<file path="config.mk">
export PLATFORM = sky130hd
export DESIGN_NAME = serial_add_sched
export DESIGN_NICKNAME = d
export VERILOG_FILES = /design/src/rtl/serial_add_sched.sv
export SDC_FILE = /design/constraint.sdc
export NUM_CORES = 1
export LEC_CHECK = 0
export CORE_MARGIN = 1
export CORE_UTILIZATION = 30
export CTS_CLUSTER_DIAMETER = 150
export DETAILED_ROUTE_END_ITERATION = 8
export GPL_TIMING_DRIVEN = 0
export PLACE_DENSITY = 0.59
export SETUP_SLACK_MARGIN = 0.5
export SLEW_MARGIN = 0
export SYNTH_ARGS = -nofsm -noshare
export SYNTH_HDL_FRONTEND = slang
export SYNTH_SLANG_ARGS = --single-unit
</file>
<file path="constraint.sdc">
create_clock -name clk_in -period 1.85 [get_ports clk_in]
set_input_delay 0.4625 -clock clk_in [delete_from_list [all_inputs] [get_ports clk_in]]
set_output_delay 0.4625 -clock clk_in [all_outputs]
set_load 0.02 [all_outputs]
</file>
<file path="src/rtl/serial_add_sched.sv">
// serial_add_sched
// Bit-serial adder scheduler: one pair of half-adder cells is shared between
// two requesters. A round-robin arbiter picks a requester, its operands are
// latched into shift registers, and the sum is built one bit per clock
// (LSB first) with a registered carry. The result is held until the next
// completion.

module serial_add_sched #(
    parameter int WIDTH = 8
) (
    input  logic             clk_in,
    input  logic             rst_n_in,
    input  logic             req0_in,
    input  logic [WIDTH-1:0] a0_in,
    input  logic [WIDTH-1:0] b0_in,
    input  logic             req1_in,
    input  logic [WIDTH-1:0] a1_in,
    input  logic [WIDTH-1:0] b1_in,
    output logic [1:0]       gnt_out,
    output logic             busy_out,
    output logic             done_out,
    output logic             owner_out,
    output logic [WIDTH-1:0] sum_out,
    output logic             carry_out
);

    localparam int CW = $clog2(WIDTH);

    typedef enum logic {
        IDLE = 1'b0,
        RUN  = 1'b1
    } state_t;

    state_t state;
    state_t state_nxt;

    logic [WIDTH-1:0] a_sr;
    logic [WIDTH-1:0] b_sr;
    logic [WIDTH-1:0] res_sr;
    logic [WIDTH-1:0] res_nxt;
    logic             carry_reg;
    logic [CW-1:0]    cnt;
    logic             last_owner;
    logic             cur_owner;

    logic             grant0;
    logic             grant1;
    logic             any_req;
    logic             last_bit;

    logic             s1;
    logic             c1;
    logic             s;
    logic             c2;
    logic             carry_nxt;

    // Round-robin choice: a lone request wins outright; on a tie the
    // requester that was not served last time wins.
    always_comb begin
        grant0 = req0_in & (~req1_in | last_owner);
        grant1 = req1_in & ~grant0;
        any_req = req0_in | req1_in;
    end

    // The two shared half-adder cells, chained through the registered carry.
    // Operands sit LSB-first at position 0 of their shift registers.
    always_comb begin
        s1        = a_sr[0] ^ b_sr[0];
        c1        = a_sr[0] & b_sr[0];
        s         = s1 ^ carry_reg;
        c2        = s1 & carry_reg;
        carry_nxt = c1 | c2;
        res_nxt   = {s, res_sr[WIDTH-1:1]};
        last_bit  = (cnt == CW'(WIDTH - 1));
    end

    // State register.
    always_ff @(posedge clk_in or negedge rst_n_in) begin
        if (!rst_n_in) begin
            state <= IDLE;
        end else begin
            state <= state_nxt;
        end
    end

    // Next state: leave IDLE on any request, leave RUN after the last bit.
    always_comb begin
        state_nxt = state;
        case (state)
            IDLE: if (any_req) state_nxt = RUN;
            RUN:  if (last_bit) state_nxt = IDLE;
            default: state_nxt = IDLE;
        endcase
    end

    // Datapath and registered outputs: grant/latch in IDLE, one bit per
    // clock in RUN, results published with a done pulse on the last bit.
    always_ff @(posedge clk_in or negedge rst_n_in) begin
        if (!rst_n_in) begin
            a_sr       <= '0;
            b_sr       <= '0;
            res_sr     <= '0;
            carry_reg  <= 1'b0;
            cnt        <= '0;
            last_owner <= 1'b1;
            cur_owner  <= 1'b0;
            gnt_out    <= 2'b00;
            busy_out   <= 1'b0;
            done_out   <= 1'b0;
            owner_out  <= 1'b0;
            sum_out    <= '0;
            carry_out  <= 1'b0;
        end else begin
            gnt_out  <= 2'b00;
            done_out <= 1'b0;
            case (state)
                IDLE: begin
                    if (any_req) begin
                        gnt_out    <= {grant1, grant0};
                        busy_out   <= 1'b1;
                        a_sr       <= grant1 ? a1_in : a0_in;
                        b_sr       <= grant1 ? b1_in : b0_in;
                        res_sr     <= '0;
                        carry_reg  <= 1'b0;
                        cnt        <= '0;
                        cur_owner  <= grant1;
                        last_owner <= grant1;
                    end
                end
                RUN: begin
                    a_sr      <= a_sr >> 1;
                    b_sr      <= b_sr >> 1;
                    res_sr    <= res_nxt;
                    carry_reg <= carry_nxt;
                    cnt       <= cnt + CW'(1);
                    if (last_bit) begin
                        sum_out   <= res_nxt;
                        carry_out <= carry_nxt;
                        owner_out <= cur_owner;
                        done_out  <= 1'b1;
                        busy_out  <= 1'b0;
                        cnt       <= '0;
                    end
                end
                default: ;
            endcase
        end
    end

endmodule

</file>
==> results.py, run 1 <==
metrics = {
    "status": {
        "outcome": "finished with violations",
        "violations": "hold timing",
    },
    "clocking": {
        "cts.sinks": 44,
        "insertion_delay_ps": 300,
        "clkTransAtPathRegs_ps": 90,
        "cts_max_path_buffers": 2,
        "cts_max_level": 2,
        "tritoncts": "built",
        "cts-root-buf": "clkbuf_8",
        "numCtsBuffers": 5,
        "ctsHoldBuffers": 0,
    },
    "synthesis": {
        "synth.largest_area_cell": "dfrtp_1",
        "synth.distinct_cells": 27,
        "synth_top_area_share_pct": 54.16,
        "synth_fp_nets": 223,
        "syn_inst": 184,
        "postSynth.asyncResetShare_pct": 100.0,
        "postSynthAreaPerCell_um2": 10.80,
        "synth_area_mm2": 0.001987,
        "ys.flop_type": "dfrtp_1",
        "synth.area.top_cells": "dfrtp_1, nand2_1, mux2i_1",
        "yosysSeqAreaShare_pct": 55.48,
        "synth_edf_count": 0,
        "yosysWarnings": 0,
        "ys_ff_latch": 44,
    },
    "die": {
        "dieArea_mm2": 0.006952,
        "die_y_um": 83.38,
        "start_util_pct": 31.11,
        "pin_count": 50,
        "core-area_mm2": 0.006386,
        "rows": 29,
        "die_w_um": 83.38,
    },
    "layout": {
        "final_nets": 289,
        "layout-drive-gt1-share_pct": 30.68,
        "final_common_cell": "nand2_1",
        "reg_top3": "a_sr (8), b_sr (8), sum_out (8)",
        "antennaDiodeCount": 0,
        "final_cell_mix": "nand2_1, dfrtp_1, clkdlybuf4s50_1, buf_2, o221ai_1",
        "final_cells": 328,
        "fillers": 605,
        "utilization_pct": 46.55,
        "syn_to_final_growth_pct": 49.62,
    },
    "power": {
        "p_int_w": 0.002750,
        "ir_drop_v": 0.0005552,
        "switching_power_w": 0.001452,
        "powerDensity_mw_per_mm2": 1414,
        "power_frac_seq_pct": 37.8,
        "clockPowerShare_pct": 19.4,
        "comb_power_share_pct": 42.8,
        "p_sw_share_pct": 34.55,
        "p_leak_nw": 1.361,
    },
    "sta": {
        "rsz0062_at_grt": "true",
        "worst_pin_slew_ps": 507.0,
        "fin_skew_ps": 6.229,
        "timing.final.crit_share_pct": 77.29,
        "report.final.slew_viol_count": 0,
        "fin_crit_ps": 1430,
        "holdWs_ps": -0.2361,
        "max_freq_mhz": 699.4,
        "hold_viol": 1,
        "setup_viol": 0,
        "relSlewSlack_pct": 66.20,
    },
    "detailed_routing": {
        "routed_wl_mm": 4.816,
        "antenna_left": 0,
        "dr.first_iter.drc_count": 130,
        "dr.pass1.iters": 4,
        "vias_per_cell": 4.909,
        "wl_per_cell_um": 14.68,
        "via_count": 1610,
        "drc": 0,
    },
    "placed_design": {
        "hpwl_mm": 3.028,
        "dp_cells": 309,
        "port_buffers": 47,
        "gp_congestion": 0.7580,
    },
    "global_route": {
        "grt_antenna_before_repair": 0,
        "grt_pass1_wl_mm": 8.052,
        "overflow": 0,
        "grt_max_degree": 37,
        "grtUsageTotal_pct": 14.65,
        "grt_pass1_vias": 1591,
    },
    "setup_path": {
        "cp.required_ps": 2010,
        "cp-start-kind": "flip-flop",
        "cp.arrival_ps": 1590,
        "cp_max_fo": 6,
        "critical_path_class": "flip-flop to flip-flop",
        "crit_path_end_kind": "flip-flop",
    },
    "flow_run": {
        "cap_violations": 0,
    },
    "worst_hold_path": {
        "hold_class": "input port to async pin",
    },
}
critical path: stages, from the launching register on:
cell	delay, ps
dfstp_2	550
a21bo_4	120
buf_8	120
buf_8	130
mux2i_1	220
o221ai_1	130
what timing repair did:
item	in CTS	in global routing
hold endpoints to repair	0	0
resized for setup	83	27
endpoints found under the setup margin	36	31
buffers inserted	7	2
pin swaps	5	3
cloned	2	0
power groups by stage:
stage / clock network, W / registers [W] / logic [W]
floorplan: 0 / 0.00171 / 0.000805
global placement: 0 / 0.00160 / 0.00145
detailed placement: 0 / 0.00161 / 0.00149
CTS: 0.000829 / 0.00159 / 0.00166
global route: 0.000881 / 0.00164 / 0.00196
finish: 0.000815 / 0.00159 / 0.00180
stage by stage:
stage / hold slack (ps) / worst slack [ps] / instance area, um^2 / total power, W / setup TNS, ps
6_report: -0.2361 / 420.1 / 2973 / 0.004202 / 0
5_1_grt: 12.36 / 384.4 / 2973 / 0.004475 / 0
4_1_cts: 8.150 / 410.8 / 2849 / 0.004073 / 0
3_5_place_dp: 338.3 / 186.0 / 2597 / 0.003098 / 0
3_3_place_gp: 460.0 / -913.3 / 2582 / 0.003050 / -39610
2_1_floorplan: 166.9 / 405.5 / 2016 / 0.002513 / 0
area by class of cell:
cell class	count	area (um^2)	share of cell area (%)
Timing Repair Buffer	59	558.0	18.77
Buffer	14	122.6	4.125
Clock inverter	1	30.03	1.010
Sequential cell	44	1102	37.08
Tap cell	77	96.34	3.241
Clock buffer	7	96.34	3.241
Inverter	3	11.26	0.3788
Multi-Input combinational cell	123	955.9	32.15
routing by layer:
layer	wire, um	global-route usage, %	vias to the layer above	part of all wire, %
li1	-	-	775	-
met1	2293	21.28	783	48
met2	2234	21.46	48	46
met3	238	3.380	4	4.9
met4	49	4.859	0	1.0
met5	0	0	-	0
worst paths after layout:
kind                       depth (start not counted)          to  startpoint  slack (ps)
max                                                5     b_sr[5]  last_owner         420
min                                                1  sum_out[2]    rst_n_in        -0.2
max reg2reg                                        5     b_sr[5]  last_owner         420
min reg2reg                                        1   cur_owner   cur_owner         490
max in group asynchronous                          2     a_sr[1]    rst_n_in        1390
min in group clk_in                                2  last_owner     req0_in         380
cells by family after synthesis:
| kind of cell | after synthesis | synth area share [%] |
|---|---|---|
| buffers and inverters | 17 | 4.534 |
| and+or+nand+nor | 63 | 13.16 |
| AOI/OAI and AO/OA | 33 | 11.84 |
| adders and majority gates | 3 | 2.267 |
| muxes | 24 | 12.72 |
| DFF | 44 | 55.48 |
synthesized netlist by cell type (3+ instances only):
library cell	n
nand2_1	50
dfrtp_1	43
mux2i_1	14
o221ai_1	14
mux2_2	10
o21ai_0	7
buf_2	6
clkbuf_1	5
o21ai_1	5
nor3_1	4
a21oi_1	3
inv_1	3
nor2_1	3
No activity file was read; power rests on OpenSTA's default activity.
==> run 2, diff against run 1 <==
PLACE_DENSITY = 0.61   (was 0.59)
clock period = 1.16 ns   (was 1.85 ns; I/O delays follow)
==> results.py, run 2 (same netlist as run 1, synthesis figures left out) <==
metrics = {
    "die": {
        "pin_count": 50,
        "start_util_pct": 31.11,
        "rows": 29,
        "core-area_mm2": 0.006386,
        "die_w_um": 83.38,
        "dieArea_mm2": 0.006952,
        "die_y_um": 83.38,
    },
    "sta": {
        "hold_viol": 18,
        "max_freq_mhz": 711.5,
        "fin_crit_ps": 1406,
        "fin_skew_ps": 7.308,
        "holdWs_ps": -45.69,
        "timing.final.crit_share_pct": 121.2,
        "worst_pin_slew_ps": 496.4,
        "fin_ws_ps": -245.5,
        "report.final.slew_viol_count": 0,
        "setup_viol": 33,
        "relSlewSlack_pct": 66.91,
        "rsz0062_at_grt": "true",
    },
    "clocking": {
        "cts.sinks": 44,
        "cts_max_path_buffers": 2,
        "numCtsBuffers": 5,
        "insertion_delay_ps": 290,
        "tritoncts": "built",
        "clkTransAtPathRegs_ps": 80,
        "cts-root-buf": "clkbuf_8",
        "cts_max_level": 2,
    },
    "power": {
        "powerDensity_mw_per_mm2": 2228,
        "p_leak_nw": 1.415,
        "ir_drop_v": 0.001317,
    },
    "placed_design": {
        "dp_slack_ps": -358.8,
        "place_area_mm2": 0.002659,
        "port_buffers": 47,
        "hpwl_mm": 3.008,
        "gp_congestion": 0.7619,
    },
    "setup_path": {
        "path_cells": "a21bo_4 > buf_8 > buf_12 > mux2i_4 > o221ai_1",
        "cp_top_family": "flip-flops",
        "cp_max_fo": 5,
        "cp.arrival_ps": 1570,
        "cp-start-kind": "flip-flop",
        "critical_path_class": "flip-flop to flip-flop",
        "critPathMaxStageDelay_ps": 550,
        "critPathBufInv": 2,
        "cp_slowest_cell": "dfstp_2",
        "cp.required_ps": 1320,
        "crit_path_end_kind": "flip-flop",
    },
    "layout": {
        "final_cell_mix": "nand2_1, dfrtp_1, clkdlybuf4s50_1, buf_6, o221ai_1",
        "antennaDiodeCount": 0,
        "fillers": 590,
        "final_nets": 296,
        "syn_to_final_growth_pct": 55.60,
        "design_area_mm2": 0.003092,
        "reg_top3": "a_sr (8), b_sr (8), sum_out (8)",
        "layout-drive-gt1-share_pct": 33.33,
        "utilization_pct": 48.41,
        "final_common_cell": "nand2_1",
    },
    "global_route": {
        "grt_max_degree": 26,
        "grt_pass1_vias": 1614,
        "grtUsageTotal_pct": 14.06,
        "overflow": 0,
        "grt_pass1_wl_mm": 7.700,
        "grt_antenna_before_repair": 0,
    },
    "worst_hold_path": {
        "hold_class": "input port to async pin",
    },
    "detailed_routing": {
        "routed_wl_mm": 4.546,
        "vias_per_cell": 4.773,
        "via_count": 1599,
        "wl_per_cell_um": 13.57,
        "drc": 0,
        "dr.first_iter.drc_count": 81,
        "dr.pass1.iters": 4,
        "antenna_left": 0,
    },
    "status": {
        "violations": "hold timing, setup timing",
        "outcome": "finished with violations",
    },
    "flow_run": {
        "cap_violations": 0,
    },
}
==> run 2: changes by cell type in the layout (fill, tap and decap cells not counted), sizes merged <==
| cell | previous run | this run |
|---|---|---|
| bufinv | 1 | 0 |
| buf | 36 | 46 |
| clkbuf | 12 | 10 |
==> run 2: area by class of cell <==
class / instances / area (um^2) / share of cell area [%]
Buffer: 14 / 160.2 / 5.180
Sequential cell: 44 / 1107 / 35.82
Clock buffer: 8 / 90.09 / 2.914
Multi-Input combinational cell: 123 / 909.6 / 29.42
Timing Repair Buffer: 66 / 711.9 / 23.03
Tap cell: 77 / 96.34 / 3.116
Inverter: 3 / 16.27 / 0.5261
==> run 2: path summary, 6_finish.rpt <==
path	slack, ps	start	depth (start not counted)	endpoint
hold reg to reg	490	a_sr[4]	2	a_sr[3]
hold / removal	-50	rst_n_in	1	gnt_out[0]
setup / recovery	-250	last_owner	5	b_sr[6]
setup reg to reg	-250	last_owner	5	b_sr[6]
min in group clk_in	180	req0_in	2	last_owner
max in group asynchronous	700	rst_n_in	2	busy_out
==> run 2: where the power goes <==
part | internal, W | switching [W] | total, W
registers | 0.00219 | 0.000397 | 0.00258
clock network | 0.000486 | 0.000504 | 0.000991
logic | 0.00188 | 0.00144 | 0.00331
total | 0.00455 | 0.00234 | 0.00689
==> run 2: metal layers <==
| layer | routed length [um] | GRT usage [%] | vias to the layer above |
|---|---|---|---|
| li1 | - | - | 786 |
| met1 | 2276 | 19.91 | 777 |
| met2 | 2051 | 20.64 | 31 |
| met3 | 173 | 4.573 | 5 |
| met4 | 44 | 3.762 | 0 |
| met5 | 0 | 0 | - |
==> run 2: through the flow <==
stage,total power [W],std cells,TNS [ps],hold WS [ps]
4_1_cts,0.006742,330,-6008,-46.40
3_3_place_gp,0.005057,308,-70060,466.9
5_1_grt,0.007353,335,-7618,-26.94
2_1_floorplan,0.004185,184,-3370,-5.591
6_report,0.006888,335,-6274,-45.69
3_5_place_dp,0.005114,309,-7120,282.8
==> run 2: worst reg2reg max path, stage by stage (launching register included) <==
cell	delay [ps]
dfstp_2	550
a21bo_4	120
buf_8	130
buf_12	130
mux2i_4	220
o221ai_1	120
==> run 2: what timing repair did <==
action,in CTS,in global routing
pin swaps,7,7
cloned,2,0
hold endpoints to repair,18,18
resized for setup,113,16
setup buffers,11,5
endpoints found under the setup margin,58,58
